## src/rtl/rr_arbiter_pkg.sv

```systemverilog
// Shared definitions for the rr_arbiter block: mode encodings, default
// sizing constants and the arbiter state type.
package rr_arbiter_pkg;

    localparam logic ARB_MODE_RR    = 1'b0;
    localparam logic ARB_MODE_FIXED = 1'b1;

    localparam int ARB_N_DEFAULT        = 4;
    localparam int ARB_MAX_HOLD_DEFAULT = 8;
    localparam int ARB_HOLD_W           = 8;

    typedef enum logic {
        ST_IDLE  = 1'b0,
        ST_OWNED = 1'b1
    } arb_state_e;

endpackage

```

## src/rtl/arb_prio_pick.sv

```systemverilog
// Combinational rotating-priority picker: returns the first unmasked request
// found searching upward from start_i, wrapping from N-1 back to 0.
module arb_prio_pick #(
    parameter int N   = 4,
    parameter int IDW = 2
) (
    input  logic [N-1:0]   req_i,
    input  logic [IDW-1:0] start_i,
    input  logic [N-1:0]   mask_i,
    output logic [N-1:0]   onehot_o,
    output logic [IDW-1:0] idx_o,
    output logic           any_o
);

    logic [N-1:0] eligible;
    int           pos;

    assign eligible = req_i & ~mask_i;

    // NOTE: every output of a combinational block gets a default before any
    // conditional assignment; otherwise synthesis infers a latch.
    always_comb begin
        onehot_o = '0;
        idx_o    = '0;
        any_o    = 1'b0;
        pos      = 0;
        for (int i = 0; i < N; i++) begin
            pos = int'(start_i) + i;
            if (pos >= N) pos = pos - N;
            if (!any_o && eligible[pos]) begin
                any_o         = 1'b1;
                onehot_o[pos] = 1'b1;
                idx_o         = IDW'(pos);
            end
        end
    end

endmodule

```

## src/rtl/rr_arbiter.sv

```systemverilog
// N-requester arbiter with registered one-hot grant, runtime round-robin or
// fixed-priority policy. Define ARB_HOLD_LIMIT_EN to compile in the hold limit.
module rr_arbiter
    import rr_arbiter_pkg::*;
#(
    parameter int N        = ARB_N_DEFAULT,
    parameter int IDW      = $clog2(N),
    parameter int MAX_HOLD = ARB_MAX_HOLD_DEFAULT
) (
    input  logic           clock,
    input  logic           reset,
    input  logic [N-1:0]   req,
    input  logic           mode,
    output logic [N-1:0]   gnt,
    output logic           gnt_valid,
    output logic [IDW-1:0] gnt_id
);

    if (N < 2 || N > 16) begin : g_bad_n
        $error("rr_arbiter: N must be in 2..16");
    end
    if (MAX_HOLD < 1 || MAX_HOLD > 255) begin : g_bad_hold
        $error("rr_arbiter: MAX_HOLD must be in 1..255");
    end

    arb_state_e     state_q, state_d;
    logic [N-1:0]   gnt_q, gnt_d;
    logic           valid_q, valid_d;
    logic [IDW-1:0] id_q, id_d;
    logic [IDW-1:0] last_q, last_d;

    logic [IDW-1:0] start_idx;
    logic [N-1:0]   pick_mask;
    logic [N-1:0]   pick_onehot;
    logic [IDW-1:0] pick_idx;
    logic           pick_any;
    logic           owner_req;
    logic           preempt;
    logic           arb_en;

    assign owner_req = |(req & gnt_q);

`ifdef ARB_HOLD_LIMIT_EN
    logic [ARB_HOLD_W-1:0] hold_q, hold_d;
    logic                  others_req;

    // hold_q counts edges the grant has been kept, so MAX_HOLD-1 means the
    // owner has just completed its MAX_HOLD-th grant cycle.
    assign others_req = |(req & ~gnt_q);
    assign preempt    = (state_q == ST_OWNED) && owner_req && others_req &&
                        (hold_q >= ARB_HOLD_W'(MAX_HOLD - 1));

    always_comb begin
        hold_d = hold_q;
        if (arb_en) begin
            hold_d = '0;
        end else if (state_q == ST_OWNED && hold_q != ARB_HOLD_W'(MAX_HOLD)) begin
            hold_d = hold_q + ARB_HOLD_W'(1);
        end
    end

    always_ff @(posedge clock or negedge reset) begin
        if (!reset) hold_q <= '0;
        else        hold_q <= hold_d;
    end
`else
    assign preempt = 1'b0;
`endif

    // Fixed priority always searches from 0; round-robin starts after last.
    assign start_idx = (mode == ARB_MODE_FIXED) ? '0 :
                       (last_q == IDW'(N - 1))  ? '0 : last_q + IDW'(1);
    assign pick_mask = preempt ? gnt_q : '0;
    assign arb_en    = (state_q == ST_IDLE) ? |req : (!owner_req || preempt);

    arb_prio_pick #(
        .N   (N),
        .IDW (IDW)
    ) u_pick (
        .req_i    (req),
        .start_i  (start_idx),
        .mask_i   (pick_mask),
        .onehot_o (pick_onehot),
        .idx_o    (pick_idx),
        .any_o    (pick_any)
    );

    always_comb begin
        state_d = state_q;
        gnt_d   = gnt_q;
        id_d    = id_q;
        last_d  = last_q;
        if (arb_en) begin
            if (pick_any) begin
                state_d = ST_OWNED;
                gnt_d   = pick_onehot;
                id_d    = pick_idx;
                last_d  = pick_idx;
            end else begin
                state_d = ST_IDLE;
                gnt_d   = '0;
            end
        end
        valid_d = |gnt_d;
    end

    // NOTE: state registers use non-blocking assignments so every flop samples
    // the pre-edge values regardless of statement order.
    always_ff @(posedge clock or negedge reset) begin
        if (!reset) begin
            state_q <= ST_IDLE;
            gnt_q   <= '0;
            valid_q <= 1'b0;
            id_q    <= '0;
            last_q  <= IDW'(N - 1);
        end else begin
            state_q <= state_d;
            gnt_q   <= gnt_d;
            valid_q <= valid_d;
            id_q    <= id_d;
            last_q  <= last_d;
        end
    end

    assign gnt       = gnt_q;
    assign gnt_valid = valid_q;
    assign gnt_id    = id_q;

endmodule

```

## config.mk

```make
export PLATFORM = sky130hd
export DESIGN_NAME = rr_arbiter
export DESIGN_NICKNAME = d
export VERILOG_FILES = /design/src/rtl/rr_arbiter_pkg.sv /design/src/rtl/arb_prio_pick.sv /design/src/rtl/rr_arbiter.sv
export SDC_FILE = /design/constraint.sdc
export NUM_CORES = 1
export LEC_CHECK = 0
export BUFFER_PORTS_ARGS = -buffer_cell sky130_fd_sc_hd__clkbuf_2
export CORE_MARGIN = 8
export CORE_UTILIZATION = 50
export DETAILED_ROUTE_END_ITERATION = 10
export PLACE_DENSITY = 0.74
export REMOVE_ABC_BUFFERS = 1
export SLEW_MARGIN = 10
export SYNTH_ARGS = -nofsm -noshare
export SYNTH_HDL_FRONTEND = slang
export SYNTH_HIERARCHICAL = 1
export SYNTH_SLANG_ARGS = --single-unit
```

## constraint.sdc

```tcl
create_clock -name clock -period 3.3 [get_ports clock]
set_input_delay 0.66 -clock clock [delete_from_list [all_inputs] [get_ports clock]]
set_output_delay 0.66 -clock clock [all_outputs]
set_load 0.01 [all_outputs]
```

== Word level (Yosys, flattened, before mapping) ==
Cells that the tools add are included.

* Reductions and logical operators: 15
* Bitwise operators: 4
* Muxes and demuxes: 42
* Magnitude comparators: 12
* Eq/ne operators: 1
* Add/subtract/negate cells: 8

{| class="wikitable"
|+ Operators with widths
! kind !! count
|-
| $ge 32x1->1 const B || 4
|-
| $lt 32x4->1 const B || 4
|-
| $mux 32 || 4
|-
| $ge 32x4->1 const B || 3
|-
| $sub 32x4->32 const B || 3
|-
| $mux 4 || 6
|-
| $mux 1 || 18
|-
| $mux 2 || 6
|-
| $or 4x4->4 || 3
|-
| $reduce_or 4->1 || 3
|-
| $bmux 1 s2 || 4
|-
| $demux 1 s2 || 4
|-
| $logic_and 1x1->1 || 7
|-
| $add 2x2->3 const B || 2
|-
| $and 4x4->4 || 1
|-
| $logic_not 1->1 || 4
|-
| $sub 2x3->4 const B || 1
|-
| $add 2x1->3 const B || 1
|-
| $ge 2x3->1 const B || 1
|-
| $add 2x1->2 const B || 1
|-
| $eq 2x2->1 const B || 1
|-
| $reduce_and 2->1 || 1
|}

* Input bits: 7
* Flip-flop bits (word level): 10

== Longest topological paths before layout ==
Gate-level depths: netlist of run 1.

* Depth after elaboration: 21
* Depth in mapped cells: 10
* Depth with buffers taken out: 10

== Hierarchy ==
The synthesis of run 1 kept the hierarchy.

{| class="wikitable"
|+ Modules (own cells, without submodules)
! module !! area each (um^2) !! cells an instance !! seq. area each (um^2) !! times used
|-
| arb_prio_pick || 531.8 || 64 || 0.0 || 1
|-
| rr_arbiter || 505.5 || 41 || 252.7 || 1
|}

== Worst setup path before layout of run 1 ==
OpenSTA, ideal clock, no wires.

* Path kind: input -> register
* Start: input port mode
* End: register id_q[0] (netlist: gnt_id[0])
* Required time: 3.175 ns
* Stages on the path: 10
* Arrival time: 3.267 ns
* Path slack: -0.092 ns
* Path buffers: 1
* Library setup time: 0.125 ns
* Cells stage by stage: nor2_1 buf_4 clkinv_1 ha_1 or4b_2 nand4_1 or3b_1 o21ai_4 nor2b_4 mux2_4

* Cells in the longest elaborated chain, start to end: 17
* Elaborated cells on any way between the ends: 43
* Those cells by class: add/sub: 7; order compare: 4; mux: 25; reduce/logical: 7

{| class="wikitable"
|+ RTL lines
! item !! line !! source
|-
| start, declared || rr_arbiter.sv:13 || <nowiki>input logic mode,</nowiki>
|-
| $mux 2 (*) || rr_arbiter.sv:71 || <nowiki>assign start_idx = (mode == ARB_MODE_FIXED) ? '0 :</nowiki>
|-
| parallel branches: the longest is 14 deep, another holds $sub 32x4->32 || n/a ||
|-
| $mux 1 (*) || arb_prio_pick.sv:30 || <nowiki>if (!any_o && eligible[pos]) begin</nowiki>
|-
| net pick_any || rr_arbiter.sv:36 || <nowiki>logic pick_any;</nowiki>
|-
| $reduce_and 2->1 (no line) (*) || n/a ||
|-
| end signal, assigned || rr_arbiter.sv:120 || <nowiki>id_q <= id_d;</nowiki>
|-
| end, declared || rr_arbiter.sv:29 || <nowiki>logic [IDW-1:0] id_q, id_d;</nowiki>
|}

Mark *: on every way through the listed nets, which the timed path passes. The select of a mux whose other input is x is not followed.
A chain may end at the register's enable or synchronous reset.

== Worst setup path after layout of run 1 ==
* Start: register last_q[0]
* End: register id_q[1] (netlist: gnt_id[1])

* Cells in the longest elaborated chain, start to end: 19
* Elaborated cells on any way between the ends: 46
* Those cells by class: add/sub: 8; order compare: 4; eq/ne: 1; mux: 26; reduce/logical: 7

{| class="wikitable"
|+ RTL lines
! item !! line !! source
|-
| start, declared || rr_arbiter.sv:30 || <nowiki>logic [IDW-1:0] last_q, last_d;</nowiki>
|-
| start signal, assigned || rr_arbiter.sv:115 || <nowiki>last_q <= IDW'(N - 1);</nowiki>
|-
| start signal, assigned || rr_arbiter.sv:121 || <nowiki>last_q <= last_d;</nowiki>
|-
| $add 2x1->2 or $eq 2x2->1 (tied branches) || rr_arbiter.sv:72 || <nowiki>(last_q == IDW'(N - 1)) ? '0 : last_q + IDW'(1);</nowiki>
|-
| $mux 2 (*) || rr_arbiter.sv:72 ||
|-
| $mux 2 (*) || rr_arbiter.sv:71 ||
|-
| net start_idx[1] || rr_arbiter.sv:32 || <nowiki>logic [IDW-1:0] start_idx;</nowiki>
|-
| parallel branches: the longest is 14 deep, another holds $sub 32x4->32 || n/a ||
|-
| $mux 1 (*) || arb_prio_pick.sv:30 ||
|-
| net pick_any || rr_arbiter.sv:36 ||
|-
| $reduce_and 2->1 (no line) (*) || n/a ||
|}

Marks and branches as above.

==> impl_metrics.tcl, run 1 <==
set metrics [dict create \
    die_h_microns 61.5 \
    dieArea_sq_um 3790 \
    setup.worst_path.start_class "register" \
    fin_crit_ps 3130 \
    avgRoutedWirePerCell_microns 15.0 \
    leakagePower_nw 0.561 \
    power_frac_comb_pct 66.4 \
    grt_pass1_vias 912 \
    pin_count 14 \
    max_freq_mhz 320 \
    post_cts_buffers 0 \
    synthArstFlopShare_pct 100 \
    drc 0 \
    r2r_cells 10 \
    setup_viol 0 \
    vias 919 \
    crit_chain "xnor2_1 > nor2_1 > inv_2 > ha_1 > or4b_2 > nand4_1 > or3b_1 > o21ai_4 > nor2b_4 > mux2_4" \
    powerDensity_nw_per_um2 780 \
    firstDrtPassIters 4 \
    r2r-end "gnt_id[1]" \
    h-tree-depth 1 \
    hold_class "input port to asynchronous set/reset pin" \
    initial_utilization_pct 52.9 \
    dp_hpwl_mm 1.96 \
    gp_congestion 0.929 \
    portBuffers 13 \
    cts_buffers 3 \
    critPathKind "register to register" \
    ys_seq_elements 10 \
    layout_commonest_cell "clkbuf_2" \
    seq_area_frac_synth_pct 24.4 \
    swShare_pct 42.2 \
    crit_fanout 7 \
    hold_violations 0 \
    via_per_inst 5.71 \
    syn_area_sq_um 1040 \
    clock_path_buffers 2 \
    coreArea_sq_um 1960 \
    slowest_delay_ps 720 \
    clk_pin_slew_worst_paths_ps 70 \
    grt-ovfl-total 0 \
    num_antenna_cells 0 \
    slew_viol_final 0 \
    die_w_microns 61.5 \
    grt_pass1_wl_mm 4.23 \
    placementRows 16 \
    cts_root_buf "clkbuf_4" \
    drtAntennaViolNets 0 \
    post_cts_resized 0 \
    ir_drop_mv 0.592 \
    synth.area.top_cells "dfrtp_1, mux2i_1, ha_1" \
    syn_inst 105 \
    crit_cells 10 \
    r2r_start "last_q[0]" \
    rrSetupSlack_ps 170 \
    synth_edf_count 0 \
    fill_cells 195 \
    crit_arrival_ps 3280 \
    grt_max_degree 12 \
    total_power_w 0.000955 \
    internal_power_w 0.000552 \
    synth_xor_area_share_pct 0.844 \
    mostFrequentLayoutCells "clkbuf_2, conb_1, nand2_1, mux2i_1" \
    drt_iter0_drc 23 \
    fin_crit_sh_pct 94.8 \
    synthSimpleGateAreaFrac_pct 20.1 \
    cts_tree "yes" \
    switchingPower_w 0.000403 \
    endpoint_kind "register" \
    synth.mux.area_fraction_pct 23.3 \
    grt_use_total_pct 14.5 \
    slowest_stage "or4b_2" \
    drive_above_1_share_pct 27.6 \
    yosys.area.top_type_share_pct 19.3 \
    cp.required_ps 3450 \
    area_delta_synth_final_pct 18.1 \
    cts.sinks 10 \
    routed_wl_mm 2.41 \
    setup_tns_ps 0 \
    synth_top_family_by_area "multiplexers" \
    nets 149 \
    yosys_warnings 6 \
    yosysTopAreaCell "dfrtp_1" \
    crit_family "simple AND/OR/NAND/NOR gates" \
    antenna_found_initial 0 \
    insertion_delay_ps 270 \
    maxCapViolCount 0 \
    path_buf_inv 1 \
    avgSynthCellArea_sq_um 9.88 \
    rsz0062_at_grt "false" \
    ys.flop_type "dfrtp_1" \
    status "completed" \
    synth_compound_gate_area_share_pct 17.9 \
    netlist-cell-type-count 42 \
    holdBufCountCts 0 \
    synth_fa_ha_area_share_pct 8.44 \
    p_seq_share_pct 22.1 \
    power_frac_clock_pct 11.6 \
    skew_ps 7.35 \
]
[state kept, by name, indices dropped and copies added (netlist names)]
| name | count |
|---|---|
| gnt | 4 |
| gnt_id | 2 |
| last_q | 2 |
| gnt_valid | 1 |
| state_q | 1 |
[routing by layer]
layer / wire [microns] / vias to the layer above / global-route usage, %
met5: 0 / - / 0
met1: 1090 / 443 / 19.0
met2: 1170 / 33 / 24.1
met4: 14 / 0 / 1.95
li1: - / 441 / -
met3: 134 / 2 / 3.13
[cells by family (layout without fill, tap and decap cells)]
family / count (synthesis) / count (layout)
other: 1 / 12
flip-flops: 10 / 10
AND/OR/NAND/NOR: 34 / 34
XOR/XNOR: 1 / 1
AO/OA/AOI/OAI: 22 / 22
buffers and inverters: 12 / 30
multiplexers: 18 / 18
adder cells (fa/ha/maj): 7 / 7
[metrics by stage]
step,hold slack [ps],setup slack [ps],area [sq um],utilization (%),instances
after floorplan,364,-398,1070,-,114
after global placement,501,142,1190,60.6,157
after detailed placement,499,33.3,1190,60.6,157
after CTS,246,185,1220,62.4,161
after global routing,246,25.2,1220,62.4,161
final,242,170,1220,62.4,161
[cell usage after synthesis (2+ instances only)]
library cell	number
nor2_1	4
nor2b_1	4
nand2_1	11
mux2i_1	11
dfstp_2	2
mux2_4	4
or4bb_1	2
dfrtp_1	8
nand2b_1	5
inv_1	8
ha_1	7
o22ai_1	2
mux4_2	2
a41oi_1	4
o221ai_1	4
[cell type report]
| cell class | instances | area (sq um) | area share [%] |
|---|---|---|---|
| multi-input cells | 94 | 777 | 63.4 |
| clock buffers | 4 | 36.3 | 2.96 |
| well taps | 27 | 33.8 | 2.76 |
| flip-flops and latches | 10 | 253 | 20.6 |
| inverters | 10 | 37.5 | 3.06 |
| repair buffers | 16 | 87.6 | 7.15 |
[worst register-to-register path, cell delays in order (launching register included)]
cell and delay (ps):
dfstp_2 550, xnor2_1 80, nor2_1 160, inv_2 90
ha_1 370, or4b_2 720, nand4_1 150, or3b_1 270
o21ai_4 110, nor2b_4 200, mux2_4 320
[power by group through the flow]
| stage | registers (W) | logic [W] | clock network, W |
|---|---|---|---|
| detailed placement | 0.000213 | 0.000631 | 0 |
| CTS | 0.000211 | 0.000634 | 0.000113 |
| floorplan | 0.000219 | 0.000470 | 0 |
| global placement | 0.000210 | 0.000614 | 0 |
| global route | 0.000216 | 0.000692 | 0.000120 |
| finish | 0.000211 | 0.000634 | 0.000110 |
[worst max-delay path by stage]
stage                    from   endpoint  slack, ps
finish              last_q[0]  gnt_id[1]        170
floorplan                mode  gnt_id[0]       -400
detailed placement       mode  gnt_id[1]         30
global placement         mode  gnt_id[1]        140
global route        last_q[0]  gnt_id[1]         30
CTS                 last_q[0]  gnt_id[1]        180
(Power assumes the default switching activity.)
==> run 2: changes to the inputs <==
Settings changed: CORE_MARGIN 8 to 3.
==> run 2 against run 1 <==
Effect of this change: total power down 1.8%; worst hold slack gained 12 ps; routed wire length fell by 3.1%; non-clock buffer count rose by 1; critical path type unchanged.
==> impl_metrics.tcl, run 2 (synthesis gave the netlist of run 1 again) <==
set metrics [dict create \
    nets 150 \
    fill_cells 170 \
    drive_above_1_share_pct 27.4 \
    post_cts_buffers 0 \
    setup_tns_ps 0 \
    critPathKind "register to register" \
    vias 918 \
    die_h_microns 51.5 \
    cts.sinks 10 \
    via_per_inst 5.74 \
    routed_wl_mm 2.33 \
    multi_input_area_sq_um 777 \
    h-tree-depth 1 \
    dieArea_sq_um 2660 \
    drt_iter0_drc 27 \
    area_delta_synth_final_pct 17.6 \
    crit_arrival_ps 3140 \
    cts_root_buf "clkbuf_4" \
    setup_viol 0 \
    crit_fanout 7 \
    r2r_cells 10 \
    clock_path_buffers 2 \
    max_freq_mhz 334 \
    setup.worst_path.start "last_q[0]" \
    cts_tree "yes" \
    grt_pass1_vias 848 \
    grt_pass1_wl_mm 3.97 \
    insertion_delay_ps 260 \
    num_antenna_cells 0 \
    dpl-instance-area_sq_um 1190 \
    holdBufCountCts 0 \
    gp_congestion 0.913 \
    leakagePower_nw 0.560 \
    cts_buffers 3 \
    grt_use_total_pct 20.0 \
    total_power_w 0.000938 \
    die_w_microns 51.5 \
    antenna_found_initial 0 \
    r2r_start "last_q[0]" \
    pin_count 14 \
    placementRows 15 \
    firstDrtPassIters 4 \
    final_area_sq_um 1220 \
    portBuffers 13 \
    r2r-end "gnt_id[0]" \
    dp_hpwl_mm 1.86 \
    skew_ps 6.58 \
    rrSetupSlack_ps 300 \
    rsz0062_at_grt "false" \
    fin_crit_sh_pct 90.8 \
    fin_crit_ps 3000 \
    powerDensity_nw_per_um2 769 \
    ff_latch_area_sq_um 253 \
    largest_register_ffs 4 \
    final_core_util_pct 66.3 \
    hold_violations 0 \
    mostFrequentLayoutCells "clkbuf_2, conb_1, nand2_1, mux2i_1" \
    cp.required_ps 3440 \
    setup.worst_path.start_class "register" \
    coreArea_sq_um 1840 \
    status "completed" \
    hold_class "input port to asynchronous set/reset pin" \
    slew_viol_final 0 \
    post_cts_resized 0 \
    maxCapViolCount 0 \
    grt_max_degree 12 \
    avgRoutedWirePerCell_microns 14.6 \
    drc 0 \
    drtAntennaViolNets 0 \
    initial_utilization_pct 56.4 \
    endpoint_kind "register" \
    crit_end "gnt_id[0]" \
    clk_pin_slew_worst_paths_ps 70 \
    ir_drop_mv 0.475 \
    grt-ovfl-total 0 \
    layout_commonest_cell "clkbuf_2" \
]
-- run 2: cell types whose count changed in the layout (fill, tap and decap cells not counted) --
cell	previous run	this run
buf_4	3	4
clkbuf_1	0	1
clkbuf_8	1	0
-- run 2: stage by stage --
stage               cells  hold WS (ps)  worst slack (ps)
CTS                   160           250               299
global route          160           247               124
finish                160           254               305
global placement      156           500               169
detailed placement    156           504               117
floorplan             114           364              -398
-- run 2: power by group --
group	internal, W	switching, W
combinational	0.000314	0.000325
clock	0.0000467	0.0000417
sequential	0.000179	0.0000321
-- run 2: layout make-up --
cell class                      count  share of cell area, %
Clock buffer                        4                   2.15
Inverter                           10                   3.08
Multi-Input combinational cell     94                   63.7
Sequential cell                    10                   20.7
Tap cell                           25                   2.56
Timing Repair Buffer               17                   7.79
-- run 2: critical path, cell delays in order (launching register included) --
cell,delay (ps)
dfstp_2,550
xnor2_1,70
nor2_1,150
inv_2,90
ha_1,370
or4b_2,710
nand4_1,160
or3b_1,180
o21ai_4,80
nor2b_4,200
mux2_4,320
-- run 2: worst min path at each step --
stage                         start         to  slack (ps)  cells past startpoint
after floorplan               reset     gnt[0]         360                      0
after global placement    gnt_id[1]  gnt_id[1]         500                      1
after detailed placement  gnt_id[1]  gnt_id[1]         500                      1
after CTS                     reset  gnt_valid         250                      1
after global routing          reset  gnt_valid         250                      1
final                         reset  gnt_valid         250                      1
-- run 2: routing by layer --
| layer | GRT usage (%) | part of all wire, % | vias to the layer above | routed length (microns) |
|---|---|---|---|---|
| met5 | 0 | 0 | - | 0 |
| met4 | 7.86 | 1.5 | 0 | 34 |
| met3 | 3.72 | 4.2 | 4 | 99 |
| met2 | 29.4 | 47 | 34 | 1100 |
| met1 | 28.7 | 47 | 436 | 1100 |
| li1 | - | - | 444 | - |
